===== src/rtl/seg_scan_4digit.sv =====
// seg_scan_4digit
//   Display stage for a 4-digit BCD stopwatch. The four digits are snapshotted
//   once per frame and shown one at a time on a common-anode seven-segment
//   display. Each digit gets SCAN_DIV clock cycles.
//
// Ports
//   clk        : system clock; all logic runs on its rising edge
//   BTNU       : synchronous active-high reset
//   en0..en3   : BCD digits, en0 least significant
//   an         : digit anodes, active-low one-hot (an[i] selects digit i)
//   seg        : segments {g,f,e,d,c,b,a}, active-low
//   dp         : decimal point, active-low
//   frame_tick : one-cycle pulse in the first cycle digit 0 of a new frame is shown
module seg_scan_4digit #(
  parameter int SCAN_DIV = 100000,
  parameter int DP_POS   = 2,
  parameter int BLANK_LZ = 1
) (
  input  logic       clk,
  input  logic       BTNU,
  input  logic [3:0] en0,
  input  logic [3:0] en1,
  input  logic [3:0] en2,
  input  logic [3:0] en3,
  output logic [3:0] an,
  output logic [6:0] seg,
  output logic       dp,
  output logic       frame_tick
);

  // The count must hold SCAN_DIV-1, so it needs ceil(log2(SCAN_DIV)) bits.
  localparam int              CW     = (SCAN_DIV > 2) ? $clog2(SCAN_DIV) : 1;
  localparam logic [CW-1:0]   C_LAST = CW'(SCAN_DIV - 1);
  // Values 4..7 never match a 2-bit slot index, so they mean no decimal point.
  localparam logic [2:0]      DP_IDX = 3'(DP_POS);

  logic [CW-1:0] r_count;
  logic [1:0]    r_idx;
  logic [15:0]   r_shadow;

  logic          w_tick;
  logic [1:0]    w_idx_nxt;
  logic          w_snap;
  logic [15:0]   w_shadow_nxt;
  logic [3:0]    w_zero;
  logic [3:0]    w_blank;
  logic [3:0]    w_digit;
  logic          w_blank_sel;
  logic [3:0]    w_an_nxt;
  logic [6:0]    w_seg_nxt;
  logic          w_dp_nxt;

  // BCD to active-low segment pattern; anything outside 0..9 shows a dash.
  function automatic logic [6:0] decode(input logic [3:0] d);
    case (d)
      4'd0:    decode = 7'h40;
      4'd1:    decode = 7'h79;
      4'd2:    decode = 7'h24;
      4'd3:    decode = 7'h30;
      4'd4:    decode = 7'h19;
      4'd5:    decode = 7'h12;
      4'd6:    decode = 7'h02;
      4'd7:    decode = 7'h78;
      4'd8:    decode = 7'h00;
      4'd9:    decode = 7'h10;
      default: decode = 7'h3F;
    endcase
  endfunction

  assign w_tick    = (r_count == C_LAST);
  assign w_idx_nxt = r_idx + 2'd1;
  assign w_snap    = w_tick && (w_idx_nxt == 2'd0);

  // The output registers are loaded from the shadow as it will be after this
  // edge, so digit 0 shows the freshly captured value in its own slot.
  assign w_shadow_nxt = w_snap ? {en3, en2, en1, en0} : r_shadow;

  // Per-digit zero flags. A non-BCD code is nonzero, so it is never blanked.
  always_comb begin
    w_zero[0] = (w_shadow_nxt[3:0]   == 4'd0);
    w_zero[1] = (w_shadow_nxt[7:4]   == 4'd0);
    w_zero[2] = (w_shadow_nxt[11:8]  == 4'd0);
    w_zero[3] = (w_shadow_nxt[15:12] == 4'd0);
  end

  // Leading-zero blanking. A digit is blanked only if it sits above the
  // decimal point and it and every digit above it are zero. Digit 0 can never
  // be above the decimal point.
  always_comb begin
    w_blank = 4'b0000;
    if (BLANK_LZ == 1) begin
      w_blank[3] = (DP_POS < 3) && w_zero[3];
      w_blank[2] = (DP_POS < 2) && w_zero[3] && w_zero[2];
      w_blank[1] = (DP_POS < 1) && w_zero[3] && w_zero[2] && w_zero[1];
      w_blank[0] = 1'b0;
    end else begin
      w_blank = 4'b0000;
    end
  end

  // Next display values for the slot that becomes active on this tick.
  always_comb begin
    w_digit     = w_shadow_nxt[{w_idx_nxt, 2'b00} +: 4];
    w_blank_sel = w_blank[w_idx_nxt];
    if (w_blank_sel) begin
      w_an_nxt  = 4'b1111;
      w_seg_nxt = 7'h7F;
      w_dp_nxt  = 1'b1;
    end else begin
      w_an_nxt  = ~(4'b0001 << w_idx_nxt);
      w_seg_nxt = decode(w_digit);
      w_dp_nxt  = ({1'b0, w_idx_nxt} == DP_IDX) ? 1'b0 : 1'b1;
    end
  end

  // Slot divider, slot index, frame snapshot and registered display outputs.
  always_ff @(posedge clk) begin
    if (BTNU) begin
      r_count    <= '0;
      r_idx      <= 2'd3;
      r_shadow   <= 16'h0000;
      an         <= 4'b1111;
      seg        <= 7'h7F;
      dp         <= 1'b1;
      frame_tick <= 1'b0;
    end else begin
      frame_tick <= 1'b0;
      if (w_tick) begin
        r_count    <= '0;
        r_idx      <= w_idx_nxt;
        r_shadow   <= w_shadow_nxt;
        an         <= w_an_nxt;
        seg        <= w_seg_nxt;
        dp         <= w_dp_nxt;
        frame_tick <= w_snap;
      end else begin
        r_count <= r_count + CW'(1);
      end
    end
  end

endmodule


===== config.mk =====
export PLATFORM = sky130hd
export DESIGN_NAME = seg_scan_4digit
export DESIGN_NICKNAME = d
export VERILOG_FILES = /design/src/rtl/seg_scan_4digit.sv
export SDC_FILE = /design/constraint.sdc
export NUM_CORES = 1
export LEC_CHECK = 0
export BUFFER_PORTS_ARGS = -buffer_cell sky130_fd_sc_hd__buf_2
export CAP_MARGIN = 20
export CELL_PAD_IN_SITES_DETAIL_PLACEMENT = 0
export CELL_PAD_IN_SITES_GLOBAL_PLACEMENT = 1
export CORE_MARGIN = 2
export CORE_UTILIZATION = 40
export DETAILED_ROUTE_END_ITERATION = 10
export HOLD_SLACK_MARGIN = 0.12
export PLACE_DENSITY_LB_ADDON = 0.2
export SETUP_SLACK_MARGIN = 0.3
export SYNTH_ARGS = -nofsm -noshare
export SYNTH_HDL_FRONTEND = slang
export SYNTH_SLANG_ARGS = --single-unit

===== constraint.sdc =====
create_clock -name clk -period 8.2 [get_ports clk]
set_input_delay 1.23 -clock clk [delete_from_list [all_inputs] [get_ports clk]]
set_output_delay 1.23 -clock clk [all_outputs]
set_load 0.05 [all_outputs]

* Word-level counts from Yosys, hierarchy flattened
Memory sizes are Yosys's and may differ from the RTL's.
Cells that the tools add are included.
** Word-level totals
- Logic and storage cells :: 29
- Bits in registers :: 48
- RAM bits :: 0
- Memories kept :: 1
- Bits in latches :: 0
- Output and inout port bits :: 13
- Input bits :: 18
- Memory bits (read-only) :: 112
** Cells by class
- Shift-type cells :: 2
- Order comparisons :: 1
- Divide/modulo/power cells :: 0
- Reductions and logical operators :: 5
- Eq/ne operators :: 2
- Muxes and demuxes :: 7
- Add/subtract/negate cells :: 2
- $mul :: 0
- Bitwise operators :: 2
** Memories
- (name not given) :: words 16, width 7, rd ports 1, clocked after Yosys merged registers in 0, wr ports 0, line 55 : case (d)
** Operators by type and width (number)
- $add A17 B1 Y17 const B :: 1
- $eq A17 B17 Y1 const B :: 1
- $mux W16 :: 1
- $shiftx A16 B5 Y4 :: 1
- $mux W7 :: 1
- $logic_not A4 Y1 :: 1
- $mux W4 :: 1
- $not A4 Y4 :: 1
- $reduce_or A2 Y1 :: 2
- $shl A1 B2 Y4 const A :: 1
- $lt A2 B3 Y1 const B :: 1
- $mux W1 :: 3
- $add A2 B1 Y2 const B :: 1
- $bmux W1 S2 :: 1
- $eq A2 B2 Y1 const B :: 1
- $logic_not A2 Y1 :: 1
- $logic_and A1 B1 Y1 :: 1
- $not A1 Y1 :: 1

* Logic depth before layout (Yosys ltp)
- Word-level depth :: 8
- Gate-level depth with buffers :: 12
- Mapped depth without buffers :: 11

* Worst setup path after synthesis
Ideal clock, no wire load.
- Path kind :: input to register
- Start :: input port en0[1]
- End :: register seg[5]
- Stages on the path :: 7
- Setup time :: 119 ps
- Slack :: 5406 ps
- Data arrival time :: 2676 ps
- Required time :: 8081 ps
- Path buffers :: 0
- Cell sequence :: mux4_2 mux2i_1 inv_1 ha_1 inv_1 mux2i_1 o221a_2
** On the way
- Cells in the longest elaborated chain, start to end :: 4
** Ends and longest elaborated chain
- from (decl) :: line 21 : input logic [3:0] en0,
- $mux W16 :: line 76 : assign w_shadow_nxt = w_snap ? {en3, en2, en1, en0} : r_shadow;
- $shiftx A16 B5 Y4 :: line 103 : w_digit = w_shadow_nxt[{w_idx_nxt, 2'b00} +: 4];
- $mem_v2 Z16 W7
- $mux W7 :: line 105 : if (w_blank_sel) begin
- to (signal assigned) :: line 133 : seg <= w_seg_nxt;
- to (decl) :: line 26 : output logic [6:0] seg,
Every way passes these cells.
A chain may end at the register's enable or synchronous reset.

* Final worst setup path
- Start :: register r_count[0]
- End :: register seg[5]
** On the way
- Cells in the longest elaborated chain, start to end :: 7
- Elaborated cells on any way between the ends :: 9
- Classes of those cells :: eq/ne: 1; shift: 1; mux: 4; reduce/logical: 2; memory: 1
** Ends and longest elaborated chain
- from (decl) :: line 37 : logic [CW-1:0] r_count;
- from (signal assigned) :: line 137 : r_count <= r_count + CW'(1);
- $eq A17 B17 Y1 * :: line 70 : assign w_tick = (r_count == C_LAST);
- branches (longest 6 deep; another with $mem_v2 Z16 W7)
Every way passes the cells marked *. The select of a mux whose other input is x is not followed.

==> results.txt <==
The run finished with clean final reports. The number of antenna violations at the first check in global routing was 0; the number of pins with negative max-slew slack in the final report was 0. The run gives 0 ns as the accumulated negative setup slack. The area growth from synthesis to final layout is 13.3%, and the maximum number of pins on one net before global-route repair is 27. After detailed routing, the number of vias per cell comes to 5.16. Counting along the longest clock path gives a buffer depth of 2. Yosys mapped a number of flops with a built-in enable equal to 0.

Setup slack closes at 4.81 ns. The routed layout has 1,857 vias. The logs give 47 for the number of clock sinks and 0.00488 ns for the final setup skew. In the synthesized netlist the async set-or-reset flop fraction comes to 0%. The run gives 0 as the hold violation count in the final report. The repair_antennas step left the layout with diodes totalling 0. At the pin with the least slew margin, the transition time is 0.894 ns. The tools report the via count of the first global-routing pass as 1,724. The Yosys step of the flow raised 0 warnings. The portion of synthesized cell area occupied by the leading cell type works out to 40.8%.

The synthesized area divided by synthesized cell count is 8.81 um2, and the tightest slew margin relative to the limit is 40.4%. Prior to clock tree synthesis, the placed netlist has a worst setup slack of 4.81 ns. For the die footprint, the log shows 6390 um2.

STA classifies the critical path endpoint as a flip-flop. The path depth of the worst reg2reg path is 11, and the clock network latency to the later pin of the worst-skew pair is 0.31 ns. The average routed wire per standard cell was 13.6 um; the flop and latch count out of synthesis was 47. Routability-driven placement finished with a final weighted congestion of 0.814. Hold repair after CTS inserted 0 buffers. Clock slew seen by the registers of the worst setup and hold paths: 0.09 ns. The DRC violations left came out at 0. The tool flagged a number of max-cap violations equal to 0. Setup repair after global routing left no endpoint under its margin. The path class of the tightest hold or removal check is reg2reg. For the HPWL after detailed placement, the log shows 3.54 mm. The most used flip-flop cell after synthesis is sky130_fd_sc_hd__dfxtp_1. After synthesis, flip-flops and latches occupy 40.8% of the total area.

Synthesis produced a netlist whose cell count is 262. The detailed-routing iteration count for the pre-antenna-repair pass is 4, and the layout filler cell count is 570. The tools report the number of cells upsized or downsized after cts as 0. Final critical delay including setup and external delays: 3.39 ns.

The die is 79.9 um wide. The critical path in this run is classified as reg2reg. The tree is rooted in a sky130_fd_sc_hd__clkbuf_8.

For the count of standard-cell rows, the log shows 27. The synthesized area is 2310 um2, and the number of buffers inserted by post-CTS setup repair is 0. The cell taking the most area after synthesis was sky130_fd_sc_hd__dfxtp_1. Port buffering added 30 buffers. The final critical path takes up 41.3% of the cycle.

For this block, the initial DRC count from the detailed router was 75. The worst IR drop on VDD is 69.0 uV, and the share of cells above drive strength 1 is 18.8%. The number of nets handed over by synthesis was 291. The worst setup path is launched from a flip-flop. The logs give 31 for the number of primary I/O pins and 8.40 ns for the data required time at the worst endpoint.

Unique cell type count in the Yosys netlist: 46. Once the floorplan was initialized, standard cells occupied 41.6% of the core. The logs give 0 for the number of endpoints failing setup at the final stage and 3.59 ns for the worst path arrival time. Worst hold path cell count: 2.

The tools report the wire length of the first global-routing pass as 8.23 mm. The areal power density over the cells was 163 nW/um2; the maximum achievable frequency was 295 MHz. TritonCTS built the clock tree.

The clock tree synthesis step divided the H-tree into 2 levels. The run gives 360 as the final cell count without fillers. The die height is 79.9 um. For the leakage power of the design, the log shows 1.01 nW. The remaining number of nets flagged by the antenna check after routing is 0.

The number of nets in the final layout was 316. After synthesis, the cell types taking the most area are sky130_fd_sc_hd__dfxtp_1 (41%), sky130_fd_sc_hd__nand2_1 (7.6%), sky130_fd_sc_hd__ha_1 (6.0%). The tools report the core footprint as 5540 um2. Final worst hold slack: 0.458 ns. Summed over all layers, the global routing overflow is 0.

The number of clock buffers inserted by TritonCTS was 5; the placed cell count was 352. The routed wire length is 4.88 mm. The aggregate global-route resource usage is 16.6%. In this run the worst path has a maximum fanout of 23. For this run, the share of the core covered by cells in the final layout is 47.2%. The top cell types in the final layout, fill and taps aside, are sky130_fd_sc_hd__nand2_1 (47), sky130_fd_sc_hd__dfxtp_1 (47), sky130_fd_sc_hd__nor2_1 (33).
## area by class of cell
cell class / instances / area [um2] / area share [%]
inverter: 11 / 41.3 / 1.58
clock inverter: 2 / 38.8 / 1.48
multi-input combinational: 192 / 1270 / 48.6
clock buffer: 6 / 82.6 / 3.16
tap: 72 / 90.1 / 3.44
timing repair buffer: 30 / 150 / 5.74
sequential: 47 / 941 / 36.0
## worst max-delay path: stages, from the launching register on
cell                      delay (ns)
sky130_fd_sc_hd__dfxtp_1        0.38
sky130_fd_sc_hd__ha_1           0.21
sky130_fd_sc_hd__and4_1         0.28
sky130_fd_sc_hd__nand4_2        0.33
sky130_fd_sc_hd__nor2_4         0.53
sky130_fd_sc_hd__mux4_2         0.39
sky130_fd_sc_hd__mux2i_1        0.42
sky130_fd_sc_hd__inv_1          0.18
sky130_fd_sc_hd__ha_1           0.23
sky130_fd_sc_hd__inv_1          0.05
sky130_fd_sc_hd__mux2i_1        0.06
sky130_fd_sc_hd__o221a_2        0.22
## final timing paths
check                                  from           to  slack [ns]
worst max-delay path             r_count[0]       seg[5]        4.81
worst min-delay path            r_shadow[2]  r_shadow[2]        0.46
worst max register to register   r_count[0]       seg[5]        4.81
worst min register to register  r_shadow[2]  r_shadow[2]        0.46
## registers in the layout (all words and copies together) (netlist names)
name / cells
an: 4
frame_tick: 1
r_count: 17
r_idx: 2
r_shadow: 16
seg: 7
## synthesized netlist by cell type, drive strengths merged, types with 2 or more instances
cell	count
buf	3
nand4	5
o21ai	5
nand3	7
inv	10
nor4b	2
nor3	2
a211o	4
xor2	5
nor2	34
a31oi	3
mux2	2
o41ai	2
clkbuf	9
xnor2	8
mux2i	3
and4	2
ha	11
dfxtp	47
or3	2
a22oi	2
and2	2
nand2	48
a21oi	22
a211oi	2
o221a	3
mux4	6
## through the flow
stage / instance area [um2] / total power [mW]
after CTS: 2620 / 0.431
after floorplan: 2310 / 0.242
after detailed placement: 2490 / 0.249
after global routing: 2620 / 0.443
after global placement: 2490 / 0.249
final: 2620 / 0.426
## report_power, final
| part | switching, mW | internal, mW |
|---|---|---|
| sequential | 0.00118 | 0.229 |
| combinational | 0.00756 | 0.00501 |
| clock | 0.0830 | 0.100 |
| total | 0.0917 | 0.335 |
## cells by family (layout without fill, tap and decap cells)
kind of cell,Yosys count,after routing,synth area share (%)
compound gates,50,50,14.2
xor+xnor,13,13,4.93
fa+ha+maj,11,11,5.97
buf+inv,23,49,4.12
flops,47,47,40.8
mux,11,11,8.13
simple gates,107,107,21.9
## metal layers
layer	wire length, um	vias to the layer above	GRT usage, %	part of all wire (%)
met2	2110	45	24.8	43
li1	-	957	-	-
met3	277	5	4.07	5.7
met4	68	0	5.08	1.4
met1	2420	850	23.5	50
met5	0	-	0	0
Power figures use the tool's default switching activity.
